==> src/rtl/serial_panel_ctrl.sv <==
// serial_panel_ctrl: frame sequencer for four lock-step 74LV595/74LV165 chain pairs
module serial_panel_ctrl #(
  parameter int DIV = 4
) (
  input  logic        clk,
  input  logic        reset,
  input  logic        enable,
  input  logic [63:0] out_data,
  output logic [63:0] in_data,
  output logic        in_valid,
  output logic        busy,
  output logic        serial_out_srclk,
  output logic        serial_out_rclk,
  output logic        serial_out_ser_0,
  output logic        serial_out_ser_1,
  output logic        serial_out_ser_2,
  output logic        serial_out_ser_3,
  output logic        serial_in_rclk,
  output logic        serial_in_shldn,
  input  logic        serial_in_ser_0,
  input  logic        serial_in_ser_1,
  input  logic        serial_in_ser_2,
  input  logic        serial_in_ser_3
);
  typedef enum logic [2:0] {IDLE, LOAD, SHIFT_LO, SHIFT_HI, LATCH, DONE} state_t;
  state_t      state, state_n;
  logic [7:0]  phase;
  logic [3:0]  bit_cnt;
  logic [15:0] out_sh [4];
  logic [15:0] in_sh [4];
  logic [3:0]  ser_in;
  logic        last;
  logic        shifting;
  assign last     = phase == 8'(DIV - 1);
  assign ser_in   = {serial_in_ser_3, serial_in_ser_2, serial_in_ser_1, serial_in_ser_0};
  assign shifting = state == SHIFT_LO || state == SHIFT_HI;
  // Pin waveforms decode straight from the state so reset forces them idle at once
  assign busy             = state != IDLE;
  assign in_valid         = state == DONE;
  assign serial_out_srclk = state == SHIFT_HI;
  assign serial_in_rclk   = state == SHIFT_HI;
  assign serial_out_rclk  = state == LATCH;
  assign serial_in_shldn  = state != LOAD;
  assign serial_out_ser_0 = shifting & out_sh[0][15];
  assign serial_out_ser_1 = shifting & out_sh[1][15];
  assign serial_out_ser_2 = shifting & out_sh[2][15];
  assign serial_out_ser_3 = shifting & out_sh[3][15];
  // Next-state: every timed state lasts DIV cycles, DONE lasts one
  always_comb begin
    state_n = state;
    case (state)
      IDLE:     state_n = enable ? LOAD : IDLE;
      LOAD:     state_n = last ? SHIFT_LO : LOAD;
      SHIFT_LO: state_n = last ? SHIFT_HI : SHIFT_LO;
      SHIFT_HI: state_n = last ? (bit_cnt == 4'd0 ? LATCH : SHIFT_LO) : SHIFT_HI;
      LATCH:    state_n = last ? DONE : LATCH;
      DONE:     state_n = IDLE;
      default:  state_n = IDLE;
    endcase
  end
  // State, phase/bit counters, shifters and the published switch words
  always_ff @(posedge clk or posedge reset) begin
    if (reset) begin
      state   <= IDLE;
      phase   <= '0;
      bit_cnt <= '0;
      in_data <= '0;
      for (int k = 0; k < 4; k++) begin
        out_sh[k] <= '0;
        in_sh[k]  <= '0;
      end
    end else begin
      state <= state_n;
      phase <= (state == IDLE || state == DONE || last) ? 8'd0 : phase + 8'd1;
      if (state == LOAD) bit_cnt <= 4'd15;
      else if (state == SHIFT_HI && last) bit_cnt <= bit_cnt - 4'd1;
      for (int k = 0; k < 4; k++) begin
        if (state == IDLE && enable) out_sh[k] <= out_data[16*k +: 16];
        else if (state == SHIFT_HI && last) out_sh[k] <= {out_sh[k][14:0], 1'b0};
        if (state == SHIFT_LO && last) in_sh[k] <= {in_sh[k][14:0], ser_in[k]};
      end
      if (state == LATCH && last) in_data <= {in_sh[3], in_sh[2], in_sh[1], in_sh[0]};
    end
  end
endmodule

==> config.mk <==
export PLATFORM = sky130hd
export DESIGN_NAME = serial_panel_ctrl
export DESIGN_NICKNAME = d
export VERILOG_FILES = /design/src/rtl/serial_panel_ctrl.sv
export SDC_FILE = /design/constraint.sdc
export NUM_CORES = 1
export LEC_CHECK = 0
export BUFFER_PORTS_ARGS = -buffer_cell sky130_fd_sc_hd__buf_4
export CORE_UTILIZATION = 39
export CTS_BUF_LIST = sky130_fd_sc_hd__clkbuf_8
export DETAILED_ROUTE_END_ITERATION = 10
export PLACE_DENSITY = 0.67
export SYNTH_ARGS = -nofsm -noshare
export SYNTH_HDL_FRONTEND = slang
export SYNTH_SLANG_ARGS = --single-unit
export TNS_END_PERCENT = 100
==> constraint.sdc <==
create_clock -name clk -period 5.39 [get_ports clk]
set_input_delay 0.2695 -clock clk [delete_from_list [all_inputs] [get_ports clk]]
set_output_delay 0.2695 -clock clk [all_outputs]
set_load 0.1 [all_outputs]
==> impl_metrics.yaml <==
outcome:
  status: "finished clean"
synth:
  yosysSeqAreaShare_pct: 61.2
  postSynthRegisterBits: 207
  ys_warn_count: 0
  syn_area_sq_um: 8460
  avgSynthCellArea_sq_um: 14.3
  syn-num-nets: 663
  syn_inst: 590
  ys_types: 46
global_route:
  grtUsageTotal_pct: 15.2
  grt_pass1_wl_um: 27400
  top_usage_layer: "met2"
  grt_start_max_net_pins: 208
  grt_util_met1_pct: 20.1
  antenna_found_initial: 0
  grt_pass1_vias: 5556
  use_met2_pct: 24.0
  grt_use_met3_pct: 4.56
  gr-total-overflow: 0
min_path:
  min_path_type: "primary input to asynchronous set/reset pin"
placement:
  dp_hpwl_um: 10200
  post-place-ws_ns: 2.49
  io_buffers: 144
  finalWeightedCongestion: 0.807
timing:
  hold_violations: 0
  finalSetupViolations: 0
  finClkSkew_ns: 0.0168
  worst_slew_pin_slew_ns: 1.08
  rsz0062_at_grt: "false"
  min_period_ns: 2.90
  fin_tns_setup_ns: 0
  setup_ws_ns: 2.49
  maxSlewViolCount: 0
  slew_headroom_pct: 27.9
  min_period_over_period_pct: 53.9
  fmax_mhz: 344
power_and_ir_drop:
  p_leak_nw: 5.38
  power_per_cell_area_nw_per_um2: 444
  switching_power_mw: 1.52
  ir_worst_vdd_uv: 367
  p_sw_share_pct: 32.6
  clkPwrFrac_pct: 29.4
  intPower_mw: 3.15
  combPwrFrac_pct: 25.2
  seqPwrFrac_pct: 45.4
final_layout:
  final_common_cell: "dfrtp_1"
  nets: 820
  areaGrowthSynthToFinish_pct: 24.4
  drive_gt1_share_pct: 37.5
  fin_util_pct: 49.8
  nFillCells: 1837
  num_antenna_cells: 0
  layout_common_cells: "dfrtp_1 (207), buf_4 (148), mux2_2 (79), and2_1 (63), a221o_1 (58)"
critical_path:
  cpMaxStageDelayCell: "nand3_4"
  crit_buf_inv: 0
  path_cells: "ha_1, nor3b_2, nand3_4, mux2_2"
  path_delay_family: "simple AND/OR/NAND/NOR gates"
  slowest_delay_ns: 0.83
  worstSetupEndpointType: "flip-flop"
  worstSetupPathType: "flip-flop to flip-flop"
  worst_ep_required_time_ns: 5.77
  arrival_ns: 3.28
  worstPathMaxFanout: 64
  timing.critical_path.from_type: "flip-flop"
clock_tree:
  h-tree-depth: 2
  clock_latency_ns: 0.50
  cts_tree: "done"
  clkSinkCount: 207
  clk_pin_slew_ns: 0.06
  cts_root_buffer: "clkbuf_8"
  postCtsSetupBuffers: 0
  cts_inserted_buffers: 36
  clockBufferDepth: 3
detailed_routing:
  avgRoutedWirePerCell_um: 15.5
  drt-pass1-iter-count: 4
  viasPerCell: 5.11
  routed_wl_um: 16300
  vias: 5351
  first_iter_violations: 204
  drtAntennaViolNets: 0
  drcViolationCount: 0
die:
  fp.dieArea_sq_um: 22300
  start_util_pct: 40.0
  coreArea_sq_um: 21200
  die_h_um: 149
  fp.dieW_um: 149
  io_pins: 145
  num_rows: 53
job:
  maxCapViolCount: 0
## sequential cells by signal (all words and copies together), names as in the netlist
name     cells
in_data     64
bit_cnt      4
out_sh      64
state        3
phase        8
in_sh       64
## layout make-up
cell class | instances | area [sq um] | share of cell area, %
flip-flops and latches | 207 | 5180 | 49.2
multi-input cells | 333 | 3020 | 28.7
repair buffers | 158 | 1220 | 11.6
clock buffers | 46 | 633 | 6.02
well taps | 275 | 344 | 3.27
clock inverters | 18 | 77.6 | 0.737
inverters | 11 | 45.0 | 0.428
## cell usage after synthesis, drive strengths merged
master	count	share of area [%]
a21oi	3	0.18
clkbuf	17	0.75
o211a	1	0.12
xnor2	1	0.10
dfrtp	207	61
nor4	3	0.40
nand2	10	0.44
o21bai	1	0.089
o31ai	2	0.18
nand2b	1	0.074
nor2b	1	0.074
nor3b	3	0.33
and3	1	0.074
a211o	2	0.21
a221o	58	6.9
a221oi	1	0.10
nand4	5	0.37
xor2	2	0.21
o21ai	8	0.47
o221a	1	0.13
or4	2	0.18
nor3	3	0.24
buf	22	2.3
inv	11	0.49
a31oi	3	0.22
and2	63	4.7
or3	3	0.22
nor4b	2	0.46
mux2i	2	0.24
mux2	128	17
or4b	1	0.12
nand3b	1	0.089
o211ai	1	0.089
ha	2	0.30
nor2	11	0.49
nand3	5	0.30
or3b	1	0.10
and3b	1	0.10
## path summary, 6_finish.rpt
kind                                     to  slack [ns]    startpoint  depth (start not counted)
worst max-delay path            in_data[38]        2.49      phase[0]                          4
worst min-delay path              in_sh[21]        0.06         reset                          3
worst max register to register  in_data[38]        2.49      phase[0]                          4
worst min register to register    in_sh[31]        0.48     in_sh[31]                          1
max in group asynchronous       in_data[28]        4.53         reset                          3
min in group clk                 out_sh[43]        0.07  out_data[27]                          3
## through the flow
step | area (sq um) | instances | hold WS (ns) | total power [mW]
floorplan | 8460 | 590 | 0.386 | 3.06
global placement | 9720 | 975 | 0.467 | 3.27
detailed placement | 9720 | 975 | 0.474 | 3.32
CTS | 10500 | 1048 | 0.0303 | 4.74
global route | 10500 | 1048 | 0.0315 | 4.94
finish | 10500 | 1048 | 0.0639 | 4.67
## routing by layer
metal / up-vias / wire length, um
met3: 26 / 1110
li1: 2467 / -
met1: 2686 / 7320
met5: - / 0
met4: 0 / 234
met2: 172 / 7620
## power groups by stage
stage	clock network (mW)	registers, mW	logic [mW]
finish	1.37	2.12	1.18
global route	1.50	2.16	1.28
CTS	1.43	2.12	1.19
detailed placement	0	2.13	1.19
global placement	0	2.12	1.15
floorplan	0	2.05	1.02
## worst register-to-register path, cell delays in order, from the launching register on
cell,delay [ns]
dfrtp_1,0.40
ha_1,0.25
nor3b_2,0.65
nand3_4,0.83
mux2_2,0.65
## logic make-up after synthesis
family	Yosys count	synth area share, %
simple gates	117	8.71
flops	207	61.2
mux	130	17.3
buf+inv	50	3.53
compound gates	81	8.65
xor+xnor	3	0.311
fa+ha+maj	2	0.296
## repair_timing
| action | 4_1_cts | 5_1_grt |
|---|---|---|
| endpoints found under the hold margin | 9 | 0 |
| gates resized for setup | 0 | 0 |
| hold buffers | 9 | 0 |
Power figures use the tool's default switching activity.
